$ cat src/rtl/input_data_pkg.sv
// Shared processor I/O definitions: bus widths and input-unit state encodings.
// Imported by the input unit and its button debouncer.
package input_data_pkg;

  localparam int DEF_SW_WIDTH   = 18;
  localparam int DEF_DATA_WIDTH = 32;

  typedef enum logic [1:0] {
    IN_IDLE         = 2'd0,
    IN_WAIT_PRESS   = 2'd1,
    IN_VALID        = 2'd2,
    IN_WAIT_RELEASE = 2'd3
  } in_state_e;

endpackage

$ cat src/rtl/input_data_button_debouncer.sv
// Push-button conditioner: 2-flop synchronizer, stability counter, and one-cycle
// press (debounced 1->0) / release (debounced 0->1) pulses.
module button_debouncer #(
  parameter int DEBOUNCE_CYCLES = 50000
) (
  input  logic clock,
  input  logic reset,
  input  logic button,
  output logic level,
  output logic press,
  output logic released
);

  localparam int CNT_W = (DEBOUNCE_CYCLES > 2) ? $clog2(DEBOUNCE_CYCLES) : 1;
  localparam logic [CNT_W-1:0] CNT_LAST = CNT_W'(DEBOUNCE_CYCLES - 1);

  logic             btn_meta;
  logic             btn_sync;
  logic [CNT_W-1:0] count;

  // NOTE: sequential state uses non-blocking assignments so every flop samples
  // pre-edge values; the synchronizer chain only works because of that.
  always_ff @(posedge clock or negedge reset) begin
    if (!reset) begin
      // Button is active-low, so the idle (released) level is 1.
      btn_meta <= 1'b1;
      btn_sync <= 1'b1;
      count    <= '0;
      level    <= 1'b1;
      press    <= 1'b0;
      released <= 1'b0;
    end else begin
      btn_meta <= button;
      btn_sync <= btn_meta;
      press    <= 1'b0;
      released <= 1'b0;
      if (btn_sync == level) begin
        count <= '0;
      end else if (count == CNT_LAST) begin
        count    <= '0;
        level    <= btn_sync;
        press    <= ~btn_sync;
        released <= btn_sync;
      end else begin
        count <= count + CNT_W'(1);
      end
    end
  end

endmodule

$ cat src/rtl/input_data.sv
// Processor input unit: captures the synchronized switch word on a debounced
// button press while an IN instruction waits, with a valid/stall handshake.
module input_data
  import input_data_pkg::*;
#(
  parameter int SW_WIDTH        = DEF_SW_WIDTH,
  parameter int DATA_WIDTH      = DEF_DATA_WIDTH,
  parameter int DEBOUNCE_CYCLES = 50000,
  parameter int SIGN_EXTEND     = 0
) (
  input  logic                  clock,
  input  logic                  reset,
  input  logic [SW_WIDTH-1:0]   switches,
  input  logic                  input_button,
  input  logic                  read_request,
  output logic [DATA_WIDTH-1:0] data_out,
  output logic                  data_valid,
  output logic                  waiting,
  output logic                  ready_led
);

  localparam int EXT_W = DATA_WIDTH - SW_WIDTH;

  logic [SW_WIDTH-1:0]   sw_meta;
  logic [SW_WIDTH-1:0]   sw_sync;
  logic [DATA_WIDTH-1:0] sw_ext;
  logic                  btn_level;
  logic                  press_pulse;
  logic                  release_pulse;
  logic                  capture;
  in_state_e             state;
  in_state_e             next_state;

  always_ff @(posedge clock or negedge reset) begin
    if (!reset) begin
      sw_meta <= '0;
      sw_sync <= '0;
    end else begin
      sw_meta <= switches;
      sw_sync <= sw_meta;
    end
  end

  button_debouncer #(
    .DEBOUNCE_CYCLES(DEBOUNCE_CYCLES)
  ) u_debouncer (
    .clock    (clock),
    .reset    (reset),
    .button   (input_button),
    .level    (btn_level),
    .press    (press_pulse),
    .released (release_pulse)
  );

  assign sw_ext = {{EXT_W{(SIGN_EXTEND != 0) & sw_sync[SW_WIDTH-1]}}, sw_sync};

  // NOTE: every output of this block is given a default before the case so no
  // path leaves a signal unassigned, which would otherwise infer a latch.
  always_comb begin
    next_state = state;
    capture    = 1'b0;
    waiting    = 1'b0;
    ready_led  = 1'b0;
    case (state)
      IN_IDLE: begin
        // Presses seen here are deliberately dropped; nothing is buffered.
        if (read_request) next_state = IN_WAIT_PRESS;
      end
      IN_WAIT_PRESS: begin
        waiting   = 1'b1;
        ready_led = 1'b1;
        if (!read_request) begin
          next_state = IN_IDLE;
        end else if (press_pulse) begin
          capture    = 1'b1;
          next_state = IN_VALID;
        end
      end
      IN_VALID: begin
        // Consumed on this edge; a still-held button must be released first.
        if (read_request) next_state = btn_level ? IN_IDLE : IN_WAIT_RELEASE;
      end
      IN_WAIT_RELEASE: begin
        waiting = read_request;
        if (release_pulse) next_state = IN_IDLE;
      end
      default: next_state = IN_IDLE;
    endcase
  end

  always_ff @(posedge clock or negedge reset) begin
    if (!reset) begin
      state    <= IN_IDLE;
      data_out <= '0;
    end else begin
      state <= next_state;
      if (capture) data_out <= sw_ext;
    end
  end

  assign data_valid = (state == IN_VALID);

endmodule
$ cat config.mk
export PLATFORM = sky130hd
export DESIGN_NAME = input_data
export DESIGN_NICKNAME = d
export VERILOG_FILES = /design/src/rtl/input_data_pkg.sv /design/src/rtl/input_data_button_debouncer.sv /design/src/rtl/input_data.sv
export SDC_FILE = /design/constraint.sdc
export NUM_CORES = 1
export LEC_CHECK = 0
export BUFFER_PORTS_ARGS = -buffer_cell sky130_fd_sc_hd__buf_2
export CAP_MARGIN = 20
export CORE_MARGIN = 1
export CORE_UTILIZATION = 45
export DETAILED_ROUTE_END_ITERATION = 10
export GPL_TIMING_DRIVEN = 0
export PLACE_DENSITY = 0.68
export SLEW_MARGIN = 20
export SYNTH_ARGS = -nofsm -noshare
export SYNTH_HDL_FRONTEND = slang
export SYNTH_SLANG_ARGS = --single-unit
$ cat constraint.sdc
create_clock -name clock -period 4.38 [get_ports clock]
set_input_delay 0.657 -clock clock [delete_from_list [all_inputs] [get_ports clock]]
set_output_delay 0.657 -clock clock [all_outputs]
set_load 0.05 [all_outputs]
**Yosys cells after proc, flatten, opt, wreduce, memory -nomap -nowiden**

Index checks and enable logic that the tools add are counted.

- Eq/ne operators: 9
- Add/subtract/negate cells: 1
- Mux-type cells: 18
- Bitwise logic cells: 2
- Reduce and logical (&&, ||, !) cells: 3

Operators with widths:

| operator | number |
|---|---|
| $mux W16 | 2 |
| $add A16 B1 Y16 const B | 1 |
| $eq A16 B16 Y1 const B | 1 |
| $mux W2 | 6 |
| $mux W1 | 8 |
| $pmux W2 S4 | 1 |
| $eq A2 B2 Y1 const B | 2 |
| $ne A2 B2 Y1 const B | 2 |
| $reduce_and A4 Y1 | 1 |
| $ne A3 B2 Y1 const B | 1 |
| $eq A2 B1 Y1 const B | 1 |
| $logic_not A2 Y1 | 1 |
| $ne A2 B1 Y1 const B | 1 |
| $not A1 Y1 | 2 |
| $pmux W1 S2 | 1 |
| $reduce_and A2 Y1 | 1 |
| $eq A1 B1 Y1 | 1 |

- Word-level logic and storage cells: 43
- Output and inout port bits: 35
- Bits in registers: 77
- Bits of input ports: 22

**Longest topological paths before layout**

- Depth after elaboration: 3
- Mapped depth: 6
- Depth with buffers taken out: 5

**Hierarchy**

From an unflattened synthesis, not the netlist that was laid out.

- Cells, all modules: 193
- Area, all modules: 2,847.7 µm²

By module, submodules not included:

| module | area an instance (µm²) | cells each | times used | seq. area each (µm²) |
|---|---|---|---|---|
| input_data | 1,859.3 | 103 | 1 | 1,401.3 |
| button_debouncer | 988.4 | 90 | 1 | 529.3 |

**Worst setup path after synthesis**

Ideal clock, no wire load.

- Path type: in2out
- Start: in read_request
- End: out waiting
- Path slack: 1,910 ps
- Path buffers: 0
- Stages: 2
- Arrival time: 1,813 ps
- Data required time: 3,723 ps
- Path through: inv_1 -> a21boi_0

- Longest elaborated chain between the ends: 1

RTL lines:

| item | line | text |
|---|---|---|
| from (decl) | input_data.sv:15 | `input logic read_request,` |
| $pmux W1 S2 | input_data.sv:64 | `case (state)` |
| to (decl) | input_data.sv:18 | `output logic waiting,` |

No other way between the ends.

**Worst setup path after layout**

- Start: reg state[1]
- End: out ready_led

- Longest elaborated chain between the ends: 2

RTL lines:

| item | line | text |
|---|---|---|
| from (decl) | input_data.sv:31 | `in_state_e state;` |
| from (signal assigned) | input_data.sv:96 | `state <= next_state;` |
| $eq A2 B1 Y1 | input_data.sv:64 |  |
| $mux W1 | input_data.sv:64 |  |
| to (decl) | input_data.sv:19 | `output logic ready_led` |

No other way between the ends.

==> out/metrics.yaml <==
status: "completed"
port_buffers: 42
setup_tns_ps: 0
tritoncts: "yes"
maxSlewViolCount: 0
r2r_end: "u_debouncer.count[5]"
ys_ff_latch: 77
antenna_found_initial: 0
post_synth.cell_area_avg_um2: 14.18
synthArstFlopShare: 1.000
first_pass_iters: 4
maxCapViolations: 0
cts_max_level: 3
die_w_um: 80.80
final_layout_size_suffix_gt1_frac: 0.3731
finish.instance_area_mm2: 0.003326
whs_ps: 263.8
crit_buf_inv: 1
grt_pass1_vias: 1541
ios: 57
insertion_delay_ps: 340
leakagePower_nw: 1.670
crit_fanout: 8
ctsLongestPathBuffers: 2
slowest_delay_ps: 450
drt.antenna.violating_nets: 0
timing.rr.start: "u_debouncer.count[0]"
synth_top_area_frac: 0.6628
start_util: 0.4691
area.growth.synth_to_final_pct: 19.03
required_ps: 3720
die_height_um: 80.80
grt_start_max_net_pins: 43
synth_top_cell_by_area: "dfrtp_1"
cts_setup_buffers: 0
path_class: "register to primary output"
arrival_ps: 1360
synth-edff-count: 0
drtIter0Drc: 68
dp_hpwl_mm: 3.040
antenna_cells: 0
totalWireLength_mm: 4.321
syn_area_mm2: 0.002794
clkTransAtPathRegs_ps: 80
root_buffer: "clkbuf_8"
grt_first_pass_wirelength_mm: 7.348
yosysMostFrequentCell: "dfrtp_1"
path_cells: "and2b_1 -> buf_2"
synth.top_cells.by_area: "dfrtp_1 (66%), mux2_2 (7.3%), buf_4 (4.0%)"
finalNetCount: 287
wl_per_cell_um: 12.60
finalHoldViolCount: 0
vias: 1602
grt-ovfl-total: 0
ys.flop_type: "dfrtp_1"
p_per_area_mw_per_mm2: 374.7
grt_setup_unrepaired: "false"
cts_resized: 0
synth-seq-area-share: 0.6910
min_period_over_period: 0.4610
rows: 28
ys_top_cells_by_count: "dfrtp_1 (74), mux2_2 (18), nor2_1 (18)"
ir_worst_vdd_mv: 0.2078
min_period_ps: 2019
slowest_stage: "dfrtp_1"
hold_path.class: "primary input to asynchronous set/reset pin"
gp_congestion: 0.8378
synth_cell_types: 36
clock-sinks: 77
drc: 0
track_usage: 0.1601
fmax_ghz: 0.4952
synth_warnings: 0
critPathCaptureType: "primary output"
cp_top_family: "flip-flops"
numCtsBuffers: 9
reg2reg_setup_slack_ps: 2700
place_area_mm2: 0.003169
finalSetupViolCount: 0
cts-hold-fix-buffers: 0
coreArea_mm2: 0.005956
die-area_mm2: 0.006528
fin_skew_ps: 10.55
netlist_instances: 197
viasPerCell: 4.671
start_kind: "register"
reg2reg_depth: 6
==> metal layers <==
layer,global-route usage,part of all wire
met1,0.1950,0.43
met2,0.2466,0.50
met3,0.06517,0.053
met4,0.08036,0.021
met5,0,0
==> report_power, final <==
group | internal (mW) | switching [mW] | total (mW)
sequential | 0.732 | 0.00856 | 0.740
combinational | 0.0222 | 0.0526 | 0.0748
clock | 0.199 | 0.232 | 0.431
total | 0.953 | 0.293 | 1.25
==> state kept, by name, summed over array words and instances (netlist names) <==
signal	cells
data_out	18
state	2
sw_sync	18
u_debouncer.count	16
u_debouncer.released	1
u_debouncer.btn_sync	1
u_debouncer.press	1
sw_meta	18
u_debouncer.btn_meta	1
u_debouncer.level	1
==> cell type report <==
type / instances / area [um2]
Clock buffer: 10 / 127.6
Multi-Input combinational cell: 114 / 775.7
Inverter: 2 / 7.507
Tap cell: 75 / 93.84
Sequential cell: 77 / 1931
Clock inverter: 5 / 28.78
Buffer: 17 / 128.9
Fill cell: 534 / 2630
Timing Repair Buffer: 43 / 232.7
==> cell families after synthesis <==
family | Yosys count | share of synthesized area
other cells | 1 | 0.001342
compound gates | 7 | 0.01478
fa+ha+maj | 1 | 0.004478
mux | 19 | 0.07658
xor+xnor | 14 | 0.04389
buf+inv | 19 | 0.04881
simple gates | 59 | 0.1191
flops | 77 | 0.6910
==> per-stage QoR <==
| stage | power, mW | utilization | std cells | worst slack (ps) |
|---|---|---|---|---|
| global placement | 0.8251 | 0.5284 | 327 | 2216 |
| finish | 1.246 | 0.5584 | 343 | 2361 |
| floorplan | 0.7986 | - | 210 | 1910 |
| detailed placement | 0.8301 | 0.5321 | 328 | 2452 |
| CTS | 1.267 | 0.5584 | 343 | 2335 |
| global route | 1.311 | 0.5584 | 343 | 2298 |
==> how the worst max path moves through the flow <==
stage,startpoint,end,depth (start not counted)
after floorplan,read_request,waiting,2
after global placement,reset,state[1],1
after detailed placement,read_request,waiting,4
after CTS,state[1],ready_led,2
after global routing,state[1],ready_led,2
final,state[1],ready_led,2
==> cells in the final DEF (no fill, tap or decap), types with 2 or more instances in the layout <==
cell type	count
nor2b_1	2
nor3b_1	2
dfstp_2	3
nor2_1	18
nor4bb_1	2
and3_1	2
dfrtp_1	74
clkinv_2	4
conb_1	14
o21ai_0	4
nand3_1	5
nor4_1	2
buf_4	16
xor2_1	5
nand4_1	6
nand2_1	8
nor3_1	2
mux2_2	18
buf_2	42
xnor2_1	9
inv_1	2
clkbuf_8	9
Note: power is estimated with default switching activity, not from simulation.
